==> config.mk <==
export PLATFORM = sky130hd
export DESIGN_NAME = truth_table_sweeper
export DESIGN_NICKNAME = d
export VERILOG_FILES = /design/src/rtl/truth_table_sweeper_pkg.sv /design/src/rtl/truth_table_sweeper_hold_counter.sv /design/src/rtl/truth_table_sweeper.sv
export SDC_FILE = /design/constraint.sdc
export NUM_CORES = 1
export LEC_CHECK = 0
export BUFFER_PORTS_ARGS = -buffer_cell sky130_fd_sc_hd__buf_2
export CAP_MARGIN = 30
export CORE_UTILIZATION = 49
export DETAILED_ROUTE_END_ITERATION = 6
export PLACE_DENSITY = 0.83
export SLEW_MARGIN = 10
export SYNTH_ARGS = -nofsm -noshare
export SYNTH_HDL_FRONTEND = slang
export SYNTH_SLANG_ARGS = --single-unit
==> constraint.sdc <==
create_clock -name clk -period 2 [get_ports clk]
set_input_delay 0.6 -clock clk [delete_from_list [all_inputs] [get_ports clk]]
set_output_delay 0.6 -clock clk [all_outputs]
set_load 0.01 [all_outputs]
==> src/rtl/truth_table_sweeper_pkg.sv <==
// Shared types and constants for the truth-table sweeper: FSM encoding and
// the number of input patterns a 3-input circuit has.
package truth_table_sweeper_pkg;

  typedef enum logic [1:0] {
    ST_IDLE  = 2'd0,
    ST_DRIVE = 2'd1,
    ST_DONE  = 2'd2
  } state_t;

  localparam int NUM_PATTERNS = 8;
  localparam int IDX_W        = 3;
  localparam logic [IDX_W-1:0] LAST_IDX = IDX_W'(NUM_PATTERNS - 1);

endpackage

==> src/rtl/truth_table_sweeper_hold_counter.sv <==
// Free-running hold counter with synchronous clear and a terminal-count flag
// that is high while the count equals TERMINAL.
module hold_counter #(
  parameter int W        = 8,
  parameter int TERMINAL = 3
) (
  input  logic clk,
  input  logic rst,
  input  logic clr,
  input  logic en,
  output logic tc
);

  localparam logic [W-1:0] TC_VAL = W'(TERMINAL);

  logic [W-1:0] count_q, count_d;

  always_comb begin
    count_d = count_q;
    if (clr) begin
      count_d = '0;
    end else if (en) begin
      count_d = count_q + W'(1);
    end
  end

  always_ff @(posedge clk) begin
    if (rst) begin
      count_q <= '0;
    end else begin
      count_q <= count_d;
    end
  end

  assign tc = (count_q == TC_VAL);

endmodule

==> src/rtl/truth_table_sweeper.sv <==
// Drives all eight A/B/C patterns into a 3-input circuit, samples Z at the
// end of each hold window, and compares the captured table to expect_in.
module truth_table_sweeper
  import truth_table_sweeper_pkg::*;
#(
  parameter int HOLD_CYCLES = 4
) (
  input  logic       clk,
  input  logic       rst,
  input  logic       start,
  input  logic [7:0] expect_in,
  input  logic       z_in,
  output logic       a_out,
  output logic       b_out,
  output logic       c_out,
  output logic       busy,
  output logic       done,
  output logic [7:0] table_out,
  output logic       sample_valid,
  output logic [3:0] mismatch_count,
  output logic       pass,
  output logic [1:0] state_dbg
);

  state_t           state_q, state_d;
  logic [IDX_W-1:0] idx_q, idx_d;
  logic [7:0]       table_q, table_d;
  logic [7:0]       expected_q, expected_d;
  logic [3:0]       mism_q, mism_d;
  logic             pass_q, pass_d;
  logic             busy_q, busy_d;
  logic             done_q, done_d;

  logic hold_clr;
  logic hold_en;
  logic hold_tc;
  logic sample;

  hold_counter #(
    .W        (8),
    .TERMINAL (HOLD_CYCLES - 1)
  ) u_hold (
    .clk (clk),
    .rst (rst),
    .clr (hold_clr),
    .en  (hold_en),
    .tc  (hold_tc)
  );

  // A sample happens on the last cycle of each pattern's hold window.
  assign sample = (state_q == ST_DRIVE) && hold_tc;

  always_comb begin
    state_d    = state_q;
    idx_d      = idx_q;
    table_d    = table_q;
    expected_d = expected_q;
    mism_d     = mism_q;
    pass_d     = pass_q;
    busy_d     = busy_q;
    done_d     = 1'b0;
    hold_clr   = 1'b0;
    hold_en    = 1'b0;
    case (state_q)
      ST_IDLE: begin
        if (start) begin
          state_d    = ST_DRIVE;
          idx_d      = '0;
          table_d    = '0;
          mism_d     = '0;
          pass_d     = 1'b0;
          expected_d = expect_in;
          busy_d     = 1'b1;
          hold_clr   = 1'b1;
        end
      end
      ST_DRIVE: begin
        hold_en = 1'b1;
        if (sample) begin
          table_d[idx_q] = z_in;
          if (z_in != expected_q[idx_q]) begin
            mism_d = mism_q + 4'd1;
          end
          hold_clr = 1'b1;
          if (idx_q == LAST_IDX) begin
            state_d = ST_DONE;
            busy_d  = 1'b0;
            done_d  = 1'b1;
          end else begin
            idx_d = idx_q + IDX_W'(1);
          end
        end
      end
      ST_DONE: begin
        pass_d  = (mism_q == 4'd0);
        state_d = ST_IDLE;
      end
      default: begin
        state_d = ST_IDLE;
        busy_d  = 1'b0;
      end
    endcase
  end

  always_ff @(posedge clk) begin
    if (rst) begin
      state_q    <= ST_IDLE;
      idx_q      <= '0;
      table_q    <= '0;
      expected_q <= '0;
      mism_q     <= '0;
      pass_q     <= 1'b0;
      busy_q     <= 1'b0;
      done_q     <= 1'b0;
    end else begin
      state_q    <= state_d;
      idx_q      <= idx_d;
      table_q    <= table_d;
      expected_q <= expected_d;
      mism_q     <= mism_d;
      pass_q     <= pass_d;
      busy_q     <= busy_d;
      done_q     <= done_d;
    end
  end

  // Pattern outputs are forced to 000 outside DRIVE.
  assign {a_out, b_out, c_out} = busy_q ? idx_q : 3'b000;
  assign busy           = busy_q;
  assign done           = done_q;
  assign table_out      = table_q;
  assign sample_valid   = sample;
  assign mismatch_count = mism_q;
  assign pass           = pass_q;
  assign state_dbg      = state_q;

endmodule

==> flow_summary.toml <==
[finish]
layout-drive-gt1-share_pct = 39.4
area_delta_synth_final_pct = 32.8
final_util_pct = 68.5
antenna_cells = 0
layout.cells.non_filler = 310
final_net_count = 281

[detailed_routing]
vias = 1666
antenna_left = 0
drt_pre_antenna_iters = 4
avgViaCountPerCell = 5.37
drc_errors = 0
drt-wirelength-per-cell_um = 13.4
drt_iter0_drc = 89
finalWirelength_mm = 4.15

[power]
power_frac_seq_pct = 57.9
p_leak_nw = 0.963
p_per_area_mw_per_mm2 = 563
power_frac_clock_pct = 28.2
combPwrFrac_pct = 13.9
finalPower_mw = 1.30
vdd_drop_max_mv = 0.321
p_int_uw = 942
p_sw_share_pct = 27.3
p_sw_uw = 353

[sta]
grt_setup_unrepaired = "yes"
finalHoldViolations = 0
finalMaxSlewViolations = 0
tightest_slew_ns = 0.405
setup_ws_ns = -0.436
maxSlewHeadroom_pct = 72.7
fin_crit_ns = 2.44
tns_ns = -2.25
max_freq_mhz = 410
fin_crit_sh_pct = 122
setup_viol = 13
finalClockSkew_ns = 0.0160

[critical_path]
crit_chain = "ha_4 > or4b_4 > or3_4 > clkinv_8 > buf_2"
critPathKind = "reg -> out"
endpoint_kind = "primary output"
worst_path_max_delay_cell = "or4b_4"
critPathRequiredTime_ns = 1.40
max_stage_delay_ns = 0.45
cp.arrival_ns = 1.84
worst-path-max-fanout = 2
critPathLaunchType = "flip-flop"

[yosys]
synthCells = 209
synth_area_per_cell_um2 = 8.30
synth-main-ff-cell = "dfxtp_1"
netlist_area_mm2 = 0.00173
synth_area_leaders = "dfxtp_1 (42%), nand2_1 (6.9%), a21oi_1 (5.8%)"
synthTopCellsByCount = "dfxtp_1 (36), nand2_1 (32), nor2_1 (22)"
synth_most_common_cell = "dfxtp_1"
ys_warn_count = 0
synth_edf_count = 0
ys_types = 41
synth_top_area_share_pct = 41.6
yosys_register_bits = 36
synth_seq_area_share_pct = 41.6
async_flop_share_pct = 0
synth_top_area_cell = "dfxtp_1"
synth_fp_nets = 226

[floorplanning]
die-area_mm2 = 0.00378
initial_core_util_pct = 51.6
rows = 21
die_height_um = 61.5
io_pins = 33
core_mm2 = 0.00336
die_w_um = 61.5

[clock_network]
root_buffer = "clkbuf_4"
clk_latency_ns = 0.35
cts_sinks = 36
cts_hold_buf = 0
clkTransAtPathRegs_ns = 0.09
cts_buffers = 5
tritoncts = "done"
cts_buffer_depth = 2
htree_levels = 2

[global_route]
grt_overflow_total = 0
grt_pass1_wl_mm = 6.47
grt_max_degree = 19
track_usage_pct = 24.0
antenna_found_initial = 0
grt_pass1_vias = 1549

[placement]
dp_cells = 300
dp_hpwl_mm = 2.87
post-place-ws_ns = -0.170
port_buffers = 32
place.gp.congestion = 0.817

[run_status]
violations = "setup timing"
status = "finished, violations left"

[min_path]
hold_path.class = "reg -> reg"

[job]
max_cap_violations = 0
[stage by stage]
step,instance area (µm²),hold WS (ns)
2_1_floorplan,1750,0.433
4_1_cts,2220,0.463
3_5_place_dp,2100,0.449
3_3_place_gp,2100,0.443
6_report,2300,0.459
5_1_grt,2300,0.490
[power by group through the flow]
| stage | sequential [mW] | clock (mW) | combinational, mW |
|---|---|---|---|
| 6_report | 0.750 | 0.366 | 0.180 |
| 5_1_grt | 0.752 | 0.394 | 0.200 |
| 4_1_cts | 0.750 | 0.370 | 0.169 |
| 3_5_place_dp | 0.766 | 0 | 0.161 |
| 3_3_place_gp | 0.765 | 0 | 0.158 |
| 2_1_floorplan | 0.767 | 0 | 0.0930 |
[flip-flops by register name, indices dropped and copies added, names as in the netlist]
name and count:
mismatch_count 4, busy 1, done 1, pass 1, u_hold.count_q 8, idx_q 3
state_dbg 2, table_out 8, expected_q 8
[metal layers]
| layer | vias to the layer above | global-route usage, % | wire, µm |
|---|---|---|---|
| li1 | 828 | - | - |
| met1 | 797 | 27.7 | 1890 |
| met2 | 37 | 40.2 | 2030 |
| met3 | 4 | 7.14 | 178 |
| met4 | 0 | 12.4 | 50 |
| met5 | - | 0 | 0 |
[logic make-up after synthesis]
logic type	after synthesis	synth area share, %
buf+inv	17	4.91
fa+ha+maj	5	3.61
compound gates	47	18.0
mux	4	2.38
xor+xnor	8	4.04
simple gates	92	25.5
flops	36	41.6
[path summary, 6_finish.rpt]
check / from / endpoint / slack, ns / depth (start not counted)
setup / recovery: u_hold.count_q[1] / sample_valid / -0.44 / 5
hold / removal: expected_q[4] / expected_q[4] / 0.46 / 2
setup reg to reg: u_hold.count_q[1] / mismatch_count[3] / -0.28 / 10
hold reg to reg: expected_q[4] / expected_q[4] / 0.46 / 2
[final cells by class]
class                           instances  area, µm²
Fill cell                             284       1060
Clock inverter                          1       5.00
Tap cell                               46       57.6
Timing Repair Buffer                   60        382
Clock buffer                            6       41.3
Multi-Input combinational cell        156       1060
Inverter                                5       31.3
Sequential cell                        36        723
[timing repair]
item                                   CTS  global route
pin swaps                                9             7
setup buffers                            2             2
setup endpoints to repair               16            17
gates resized for setup                 17            21
endpoints found under the hold margin    0             0
[critical path: cells and delay by family (launching register included)]
| kind | cells | cell delay, ns |
|---|---|---|
| simple gates | 2 | 0.84 |
| flops | 1 | 0.36 |
| buf+inv | 2 | 0.18 |
| fa+ha+maj | 1 | 0.13 |
[placed cells by master (no fill, tap or decap), types with 5 or more instances in the layout]
cell type  instances
a21oi_1           15
a21oi_2            5
buf_2             32
buf_4             25
clkbuf_4           5
dfxtp_1           34
nand2_1           26
nand2b_1           5
nor2_1            20
o21ai_0            5
No activity file was read; power rests on OpenSTA's default activity.
